### config.mk
export PLATFORM = sky130hd
export DESIGN_NAME = pc_sequencer_flat
export DESIGN_NICKNAME = d
export VERILOG_FILES = /design/src/rtl/pc_seq_pkg.sv /design/src/rtl/pc_sequencer_if.sv /design/src/rtl/pc_target_calc.sv /design/src/rtl/pc_sequencer.sv /design/src/flat_wrapper.sv
export SDC_FILE = /design/constraint.sdc
export NUM_CORES = 1
export LEC_CHECK = 0
export CORE_UTILIZATION = 60
export CTS_BUF_LIST = sky130_fd_sc_hd__clkbuf_2
export DETAILED_ROUTE_END_ITERATION = 16
export DONT_BUFFER_PORTS = 1
export PLACE_DENSITY = 0.76
export SYNTH_ARGS = -nofsm -noshare
export SYNTH_HDL_FRONTEND = slang
export SYNTH_SLANG_ARGS = --single-unit
### constraint.sdc
create_clock -name clk -period 9.2 [get_ports clk]
set_clock_uncertainty 0.2 [all_clocks]
set_input_delay 0 -clock clk [delete_from_list [all_inputs] [get_ports clk]]
set_output_delay 0 -clock clk [all_outputs]
set_load 0.05 [all_outputs]
### src/rtl/pc_seq_pkg.sv
// Shared encodings for the PC sequencer: ex_kind codes, FSM states and default reset PC.
package pc_seq_pkg;

  localparam logic [31:0] DefaultResetPc = 32'h0000_3000;

  localparam logic [1:0] KIND_SEQ = 2'd0;
  localparam logic [1:0] KIND_BR  = 2'd1;
  localparam logic [1:0] KIND_J   = 2'd2;
  localparam logic [1:0] KIND_JR  = 2'd3;

  typedef enum logic [1:0] {
    StIdle,
    StFetch,
    StExec,
    StHalt
  } state_e;

endpackage

### src/rtl/pc_sequencer_if.sv
// Fetch handshake, execute-resolution controls and status between sequencer and CPU.
interface pc_sequencer_if;

  logic [31:0] pc;
  logic        fetch_valid;
  logic        fetch_ready;
  logic        ex_valid;
  logic [1:0]  ex_kind;
  logic        br_taken;
  logic [15:0] br_offset;
  logic [25:0] j_index;
  logic [31:0] jr_target;
  logic        halt_req;
  logic        halted;
  logic        misalign;
  logic        redirect;

  modport master (
    output pc, fetch_valid, halted, misalign, redirect,
    input  fetch_ready, ex_valid, ex_kind, br_taken, br_offset, j_index, jr_target, halt_req
  );

  modport slave (
    input  pc, fetch_valid, halted, misalign, redirect,
    output fetch_ready, ex_valid, ex_kind, br_taken, br_offset, j_index, jr_target, halt_req
  );

endinterface

### src/rtl/pc_target_calc.sv
// Combinational next-PC selection for one resolved instruction.
module pc_target_calc
  import pc_seq_pkg::*;
(
  input  logic [31:0] pc,
  input  logic [1:0]  ex_kind,
  input  logic        br_taken,
  input  logic [15:0] br_offset,
  input  logic [25:0] j_index,
  input  logic [31:0] jr_target,
  output logic [31:0] next_pc,
  output logic        misaligned
);

  logic [31:0] p4;
  logic [31:0] br_disp;

  assign p4      = pc + 32'd4;
  assign br_disp = {{14{br_offset[15]}}, br_offset, 2'b00};

  always_comb begin
    next_pc    = p4;
    misaligned = 1'b0;
    unique case (ex_kind)
      KIND_SEQ: next_pc = p4;
      KIND_BR:  next_pc = br_taken ? (p4 + br_disp) : p4;
      KIND_J:   next_pc = {p4[31:28], j_index, 2'b00};
      KIND_JR: begin
        // A misaligned target never reaches the PC; hold it instead.
        if (jr_target[1:0] != 2'b00) begin
          misaligned = 1'b1;
          next_pc    = pc;
        end else begin
          next_pc = jr_target;
        end
      end
      default: next_pc = p4;
    endcase
  end

endmodule

### src/rtl/pc_sequencer.sv
// Program counter sequencer: one fetch at a time, then redirect on the resolved instruction.
// Optional MIPS branch delay slot when DELAY_SLOT_EN is defined.
module pc_sequencer
  import pc_seq_pkg::*;
#(
  parameter logic [31:0] RESET_PC = DefaultResetPc
) (
  input  logic           clk,
  input  logic           rst,
  pc_sequencer_if.master bus
);

  state_e      state_q, state_d;
  logic [31:0] pc_q, pc_d;
  logic        misalign_q, misalign_d;
  logic        redirect_q, redirect_d;
  logic [31:0] next_pc;
  logic        tgt_misaligned;
  logic        nonseq;

`ifdef DELAY_SLOT_EN
  logic        pending_q, pending_d;
  logic [31:0] pending_pc_q, pending_pc_d;
`endif

  pc_target_calc u_target_calc (
    .pc         (pc_q),
    .ex_kind    (bus.ex_kind),
    .br_taken   (bus.br_taken),
    .br_offset  (bus.br_offset),
    .j_index    (bus.j_index),
    .jr_target  (bus.jr_target),
    .next_pc    (next_pc),
    .misaligned (tgt_misaligned)
  );

  assign nonseq = ((bus.ex_kind == KIND_BR) && bus.br_taken) ||
                  (bus.ex_kind == KIND_J) || (bus.ex_kind == KIND_JR);

  always_comb begin
    state_d    = state_q;
    pc_d       = pc_q;
    misalign_d = misalign_q;
    redirect_d = 1'b0;
`ifdef DELAY_SLOT_EN
    pending_d    = pending_q;
    pending_pc_d = pending_pc_q;
`endif
    unique case (state_q)
      StIdle:  state_d = StFetch;
      StFetch: begin
        if (bus.fetch_ready) state_d = StExec;
      end
      StExec: begin
        if (bus.ex_valid) begin
          if (bus.halt_req) begin
            state_d = StHalt;
`ifdef DELAY_SLOT_EN
            pending_d = 1'b0;
`endif
`ifdef DELAY_SLOT_EN
          end else if (pending_q) begin
            // Delay-slot instruction resolved: its own kind is irrelevant.
            pc_d       = pending_pc_q;
            pending_d  = 1'b0;
            redirect_d = 1'b1;
            state_d    = StFetch;
`endif
          end else if (tgt_misaligned) begin
            misalign_d = 1'b1;
            state_d    = StHalt;
          end else if (nonseq) begin
`ifdef DELAY_SLOT_EN
            pending_pc_d = next_pc;
            pending_d    = 1'b1;
            pc_d         = pc_q + 32'd4;
`else
            pc_d       = next_pc;
            redirect_d = 1'b1;
`endif
            state_d = StFetch;
          end else begin
            pc_d    = next_pc;
            state_d = StFetch;
          end
        end
      end
      StHalt:  state_d = StHalt;
      default: state_d = StIdle;
    endcase
  end

  always_ff @(posedge clk) begin
    if (rst) begin
      state_q    <= StIdle;
      pc_q       <= RESET_PC;
      misalign_q <= 1'b0;
      redirect_q <= 1'b0;
`ifdef DELAY_SLOT_EN
      pending_q    <= 1'b0;
      pending_pc_q <= RESET_PC;
`endif
    end else begin
      state_q    <= state_d;
      pc_q       <= pc_d;
      misalign_q <= misalign_d;
      redirect_q <= redirect_d;
`ifdef DELAY_SLOT_EN
      pending_q    <= pending_d;
      pending_pc_q <= pending_pc_d;
`endif
    end
  end

  assign bus.pc          = pc_q;
  assign bus.fetch_valid = (state_q == StFetch);
  assign bus.halted      = (state_q == StHalt);
  assign bus.misalign    = misalign_q;
  assign bus.redirect    = redirect_q;

endmodule

### src/flat_wrapper.sv
// flat-port wrapper written by rule: the top's interface ports become plain ports
module pc_sequencer_flat import pc_seq_pkg::*;
#(
  parameter logic [31:0] RESET_PC = DefaultResetPc
)
  (clk, rst, bus_pc, bus_fetch_valid, bus_halted, bus_misalign, bus_redirect, bus_fetch_ready, bus_ex_valid, bus_ex_kind, bus_br_taken, bus_br_offset, bus_j_index, bus_jr_target, bus_halt_req);
  pc_sequencer_if bus_i ();
  input  logic clk;
  input  logic rst;
  output wire logic [$bits(bus_i.pc)-1:0] bus_pc;
  output wire logic [$bits(bus_i.fetch_valid)-1:0] bus_fetch_valid;
  output wire logic [$bits(bus_i.halted)-1:0] bus_halted;
  output wire logic [$bits(bus_i.misalign)-1:0] bus_misalign;
  output wire logic [$bits(bus_i.redirect)-1:0] bus_redirect;
  input wire logic [$bits(bus_i.fetch_ready)-1:0] bus_fetch_ready;
  input wire logic [$bits(bus_i.ex_valid)-1:0] bus_ex_valid;
  input wire logic [$bits(bus_i.ex_kind)-1:0] bus_ex_kind;
  input wire logic [$bits(bus_i.br_taken)-1:0] bus_br_taken;
  input wire logic [$bits(bus_i.br_offset)-1:0] bus_br_offset;
  input wire logic [$bits(bus_i.j_index)-1:0] bus_j_index;
  input wire logic [$bits(bus_i.jr_target)-1:0] bus_jr_target;
  input wire logic [$bits(bus_i.halt_req)-1:0] bus_halt_req;
  assign bus_pc = bus_i.pc;
  assign bus_fetch_valid = bus_i.fetch_valid;
  assign bus_halted = bus_i.halted;
  assign bus_misalign = bus_i.misalign;
  assign bus_redirect = bus_i.redirect;
  assign bus_i.fetch_ready = bus_fetch_ready;
  assign bus_i.ex_valid = bus_ex_valid;
  assign bus_i.ex_kind = bus_ex_kind;
  assign bus_i.br_taken = bus_br_taken;
  assign bus_i.br_offset = bus_br_offset;
  assign bus_i.j_index = bus_j_index;
  assign bus_i.jr_target = bus_jr_target;
  assign bus_i.halt_req = bus_halt_req;
  pc_sequencer #(.RESET_PC(RESET_PC)) u_core (.clk(clk), .rst(rst), .bus(bus_i));
endmodule
Word-level counts from Yosys, hierarchy flattened
Index checks and enable logic that the tools add are counted.
{ "word_totals": {"reg_bits": 36, "in_bits": 82, "out_inout_bits": 36} }
{ "classes": {"add_sub_neg": 2, "n_bitwise": 4, "reduce_logical": 10, "eq_ne": 9, "n_mux": 11} }
{ "ops": {"columns": ["cell", "count"], "rows": [
  ["$pmux W32 S4", 1],
  ["$mux W32", 2],
  ["$add A32 B3 Y32 const B", 1],
  ["$add A32 B32 Y32", 1],
  ["$eq A2 B2 Y1 const B", 4],
  ["$mux W2", 4],
  ["$pmux W2 S4", 1],
  ["$reduce_and A5 Y1", 1],
  ["$reduce_or A5 Y1", 1],
  ["$eq A2 B1 Y1 const B", 2],
  ["$logic_not A2 Y1", 2],
  ["$ne A2 B2 Y1 const B", 2],
  ["$not A1 Y1", 4],
  ["$reduce_and A4 Y1", 1],
  ["$mux W1", 3],
  ["$logic_or A1 B1 Y1", 2],
  ["$ne A2 B1 Y1 const B", 1],
  ["$reduce_and A2 Y1", 1],
  ["$reduce_bool A2 Y1", 1],
  ["$logic_and A1 B1 Y1", 1]
]} }

Longest topological paths before layout
{ "depth": {"ltp_word": 7, "depth_mapped": 16, "mapped_depth_nobuf": 15} }

By module
A second synthesis with hierarchy kept.
{ "hier_totals": {"cells_unflattened": 724, "hier_area_um2": 5217.5} }
{ "modules_own_cells": {"columns": ["module", "area_each_um2", "cells_per_inst", "instances"], "rows": [
  ["pc_target_calc", 3593.4, 567, 1],
  ["pc_sequencer", 1624.1, 157, 1]
]} }

Worst setup path before layout
OpenSTA, ideal clock, no wires.
{ "synth_path": {"kind": "register -> register", "startpoint": "reg u_core.pc_q[4] (netlist: u_core.bus.pc[4])", "endpoint": "reg u_core.pc_q[31] (netlist: u_core.bus.pc[31])", "path_stages_with_launch": 15, "t_required_ns": 8.884, "setup_slack_ns": 4.870, "t_arrival_ns": 4.014, "period_less_slack_ns": 4.330, "cell_sequence": "dfxtp_1 > and4_1 > and4_1 > clkbuf_1 > nand4_1 > xnor2_1 > ha_1 > a21o_1 > a211oi_2 > nor2_1 > or3_1 > o21ai_0 > nor2_1 > or4_1 > a41o_1"} }
{ "synth_via": {"elab_chain_len": 4} }
{ "synth_lines": {"columns": ["item", "line_no", "source"], "rows": [
  ["from (decl)", "pc_sequencer.sv:14", "logic [31:0] pc_q, pc_d;"],
  ["from (signal assigned)", "pc_sequencer.sv:105", "pc_q <= pc_d;"],
  ["$add A32 B3 Y32 (*)", "pc_target_calc.sv:18", "assign p4 = pc + 32'd4;"],
  ["$add A32 B32 Y32", "pc_target_calc.sv:26", "KIND_BR: next_pc = br_taken ? (p4 + br_disp) : p4;"],
  ["$mux W32", "pc_target_calc.sv:26", null],
  ["$pmux W32 S4 (*)", "pc_target_calc.sv:24", "unique case (ex_kind)"]
]} }
Mark *: on every way between the ends. The rest lies on a longest branch, timed or not.
A chain may end at the register's enable or synchronous reset.

Worst setup path in the final report
Same ends and word-level chain as after synthesis.

==> reports/results.ini <==
[outcome]
status=finished, violations left
violations=hold timing

[place]
place.port_buffers=0
place_ws_ns=4.48
place_inst=666
hpwl_um=10600
gp_congestion=0.987

[finish]
seq_area_um2=721
synthToLayoutAreaGrowth_pct=21.2
final.fill_count=523
multi_input_area_um2=3480
diodes=0
drive_gt1_share_pct=4.69
fin_cells=757
nNetsFinal=780

[yosys]
synth_area_um2=4390
synth_nets=717
synthTopCellsByArea=dfxtp_1 (16%), ha_1 (11%), xnor2_1 (6.6%), a21oi_1 (6.4%), nor2_1 (4.9%)
syn_inst=597
synth_edf_count=0
synth_flop_cell=dfxtp_1
synthAdderAreaFrac_pct=11.0
synth_compound_area_share_pct=30.1
yosysTopAreaCell=dfxtp_1
netlist.area_leader.share_pct=16.4
synth_cell_types=65
synth-simple-area-share_pct=24.2
synth_top_family_by_area=compound AO/OA/AOI/OAI gates
syn_area_per_cell_um2=7.35
async_flop_share_pct=0
ys_warn_count=0
ys_ff_latch=36
synth_xor_xnor_area_share_pct=8.98
synth_seq_area_share_pct=16.4
synthMuxAreaShare_pct=4.96

[pwr]
p_leak_nw=2.25
power.density_nw_per_um2=73.4
peakVddDrop_mv=0.0475

[sta]
hold_violations=1
fin_crit_sh_pct=57.8
slew_headroom_pct=24.4
fin_crit_ns=5.32
hold_ws_ns=-0.00640
worst_pin_slew_ns=1.13
slew_viol_final=0
fmax_mhz=188
setup_slack_ns=3.88
rsz0062_at_grt=false
setup_tns_ns=0
setup_viol=0

[drt]
wl_um=16300
drc=0
via_count=5277
drtAntennaViolNets=0
drt-pass1-iter-count=6
via_per_inst=6.97
wl_per_cell_um=21.5
drtIter0Drc=654

[global_routing]
antenna_found_initial=0
grt_max_degree=46
grt_pass1_wl_um=24900
overflow=0
grt_pass1_vias=5095
grt.total_usage_pct=42.2

[worst_hold_path]
hp-start=bus_br_offset[15]
min_path_type=in -> reg
hold-path-endpoint=u_core.bus.pc[29]
min_path_cells=5

[clock_tree]
post_cts_resized=0
clock-sinks=36
clockRootBuffer=clkbuf_2
htree_levels=2
cts_tree=done
clk_path_buf_depth=2
numCtsBuffers=5
clock_latency_ns=0.44
cts.clk_slew.worst_paths_ns=0.30

[worst_setup_path]
worst_setup_path_start_kind=flip-flop
critical_path_class=reg -> reg
rr_worst_depth=14
reg2reg_to=u_core.bus.pc[31]
crit_path_end_kind=flip-flop
crit_arrival_ns=5.53
critPathMaxFanout=8
r2r_start=u_core.bus.pc[4]
reg2reg_slack_ns=3.88
cp.required_ns=9.41

[flow_run]
maxCapViolations=0

[floorplanning]
die_w_um=87.5
boundaryPins=118
start_util_pct=63.2
fp.coreArea_um2=6940
rows=30
die_area_um2=7660
die_h_um=87.5

[power by group]
part	internal (W)	leakage (nW)	switching (W)
Combinational	0.0000588	1.93	0.0000715
Sequential	0.000159	0.291	0.0000114
Clock	0.0000184	0.0327	0.0000710
[cells in the mapped netlist (3+ instances only)]
cell / n
and3_1: 6
and2_1: 10
mux2_2: 6
xor2_1: 12
nor2b_1: 4
or3_1: 5
inv_1: 20
nand2_1: 54
o21a_1: 4
o211ai_1: 4
o21ai_0: 33
o21bai_1: 11
a21oi_1: 56
nand4_1: 13
a2111oi_0: 3
nand3_1: 17
nor3_1: 17
a221oi_1: 8
nor3b_1: 3
nor4_1: 3
nor2_1: 57
clkbuf_1: 27
mux2i_1: 15
a211o_1: 3
a22o_1: 4
xnor2_1: 33
o31a_1: 3
nand2b_1: 6
o22ai_1: 3
a211oi_1: 12
a21o_1: 13
dfxtp_1: 36
o31ai_1: 4
ha_1: 37
a31oi_1: 12
[layout by cell type (no fill, tap or decap), types with 4 or more instances in the layout]
master / netlist / routed
a21o_1: 13 / 13
and3_1: 6 / 6
nand3_1: 17 / 17
nand4_1: 13 / 13
xnor2_1: 33 / 33
nor2_1: 57 / 57
o211ai_1: 4 / 4
nand2_1: 54 / 54
a22o_1: 4 / 4
dlygate4sd3_1: 0 / 80
nand2b_1: 6 / 6
a221oi_1: 8 / 8
mux2_2: 6 / 6
or3_1: 5 / 5
dfxtp_1: 36 / 36
a21oi_1: 56 / 56
clkbuf_2: 0 / 5
ha_1: 37 / 37
nor3_1: 17 / 17
o31ai_1: 4 / 4
inv_1: 20 / 20
xor2_1: 12 / 12
mux2i_1: 15 / 15
nor2b_1: 4 / 4
a211oi_1: 12 / 12
o21ai_0: 33 / 33
and2_1: 10 / 10
o21a_1: 4 / 4
a31oi_1: 12 / 12
o21bai_1: 11 / 11
[per-layer routing]
| layer | routed length, um | track usage, % | vias up |
|---|---|---|---|
| met3 | 1890 | 9.95 | 83 |
| met2 | 7310 | 68.4 | 417 |
| li1 | - | - | 2355 |
| met1 | 6320 | 52.2 | 2422 |
| met4 | 733 | 20.9 | 0 |
| met5 | 0 | 2.60 | - |
[metrics by stage]
stage	cell area, um^2	power [W]	hold WS, ns	util [%]
2_1_floorplan	4390	0.000247	-0.101	-
3_3_place_gp	4410	0.000258	-0.127	63.5
3_5_place_dp	4410	0.000259	-0.123	63.5
4_1_cts	5320	0.000377	0.00859	76.6
5_1_grt	5320	0.000400	0.0427	76.6
6_report	5320	0.000390	-0.00640	76.6
[flip-flops by register name, indices dropped and copies added, names as in the netlist]
signal,count
u_core.bus.pc,32
u_core.state_q,2
u_core.bus.misalign,1
u_core.bus.redirect,1
[critical path, cell delays in order, from the launching register on]
cell and delay, ns:
dfxtp_1 0.85, and4_1 0.43, nand4_4 0.14, nor3_1 0.51, and3_1 0.26, xor2_1 0.27
ha_1 0.34, nand2_1 0.08, o21bai_1 0.10, or3_1 0.31, o21ai_0 0.40, nor2_1 0.13
or4_1 0.51, a41o_1 0.25, dlygate4sd3_1 0.56
[what timing repair did]
item / in CTS / in global routing
endpoints found under the hold margin: 36 / 0
setup buffers: 0 / 0
hold buffers: 83 / 0
[final cells by class]
cell class | instances | area share (%)
clock inverters | 3 | 0.353
clock buffers | 5 | 0.471
well taps | 96 | 2.26
inverters | 21 | 1.48
multi-input cells | 511 | 65.4
flip-flops and latches | 36 | 13.6
repair buffers | 85 | 16.5
[worst max-delay path by stage]
stage | startpoint | endpoint | depth (start not counted)
finish | u_core.bus.pc[4] | u_core.bus.pc[31] | 14
global route | u_core.bus.pc[4] | u_core.bus.pc[31] | 14
CTS | u_core.bus.pc[12] | u_core.bus.pc[31] | 14
detailed placement | u_core.bus.pc[12] | u_core.bus.pc[31] | 13
global placement | u_core.bus.pc[12] | u_core.bus.pc[31] | 13
floorplan | u_core.bus.pc[4] | u_core.bus.pc[31] | 14
[kinds of logic (layout without fill, tap and decap cells)]
| group | after synthesis | after routing |
|---|---|---|
| muxes | 21 | 21 |
| buffers and inverters | 50 | 114 |
| xor gates and xnor gates | 45 | 45 |
| adders and majority gates | 38 | 38 |
| DFF | 36 | 36 |
| AOI/OAI and AO/OA | 199 | 199 |
| and+or+nand+nor | 208 | 208 |
Note: power is estimated with default switching activity, not from simulation.
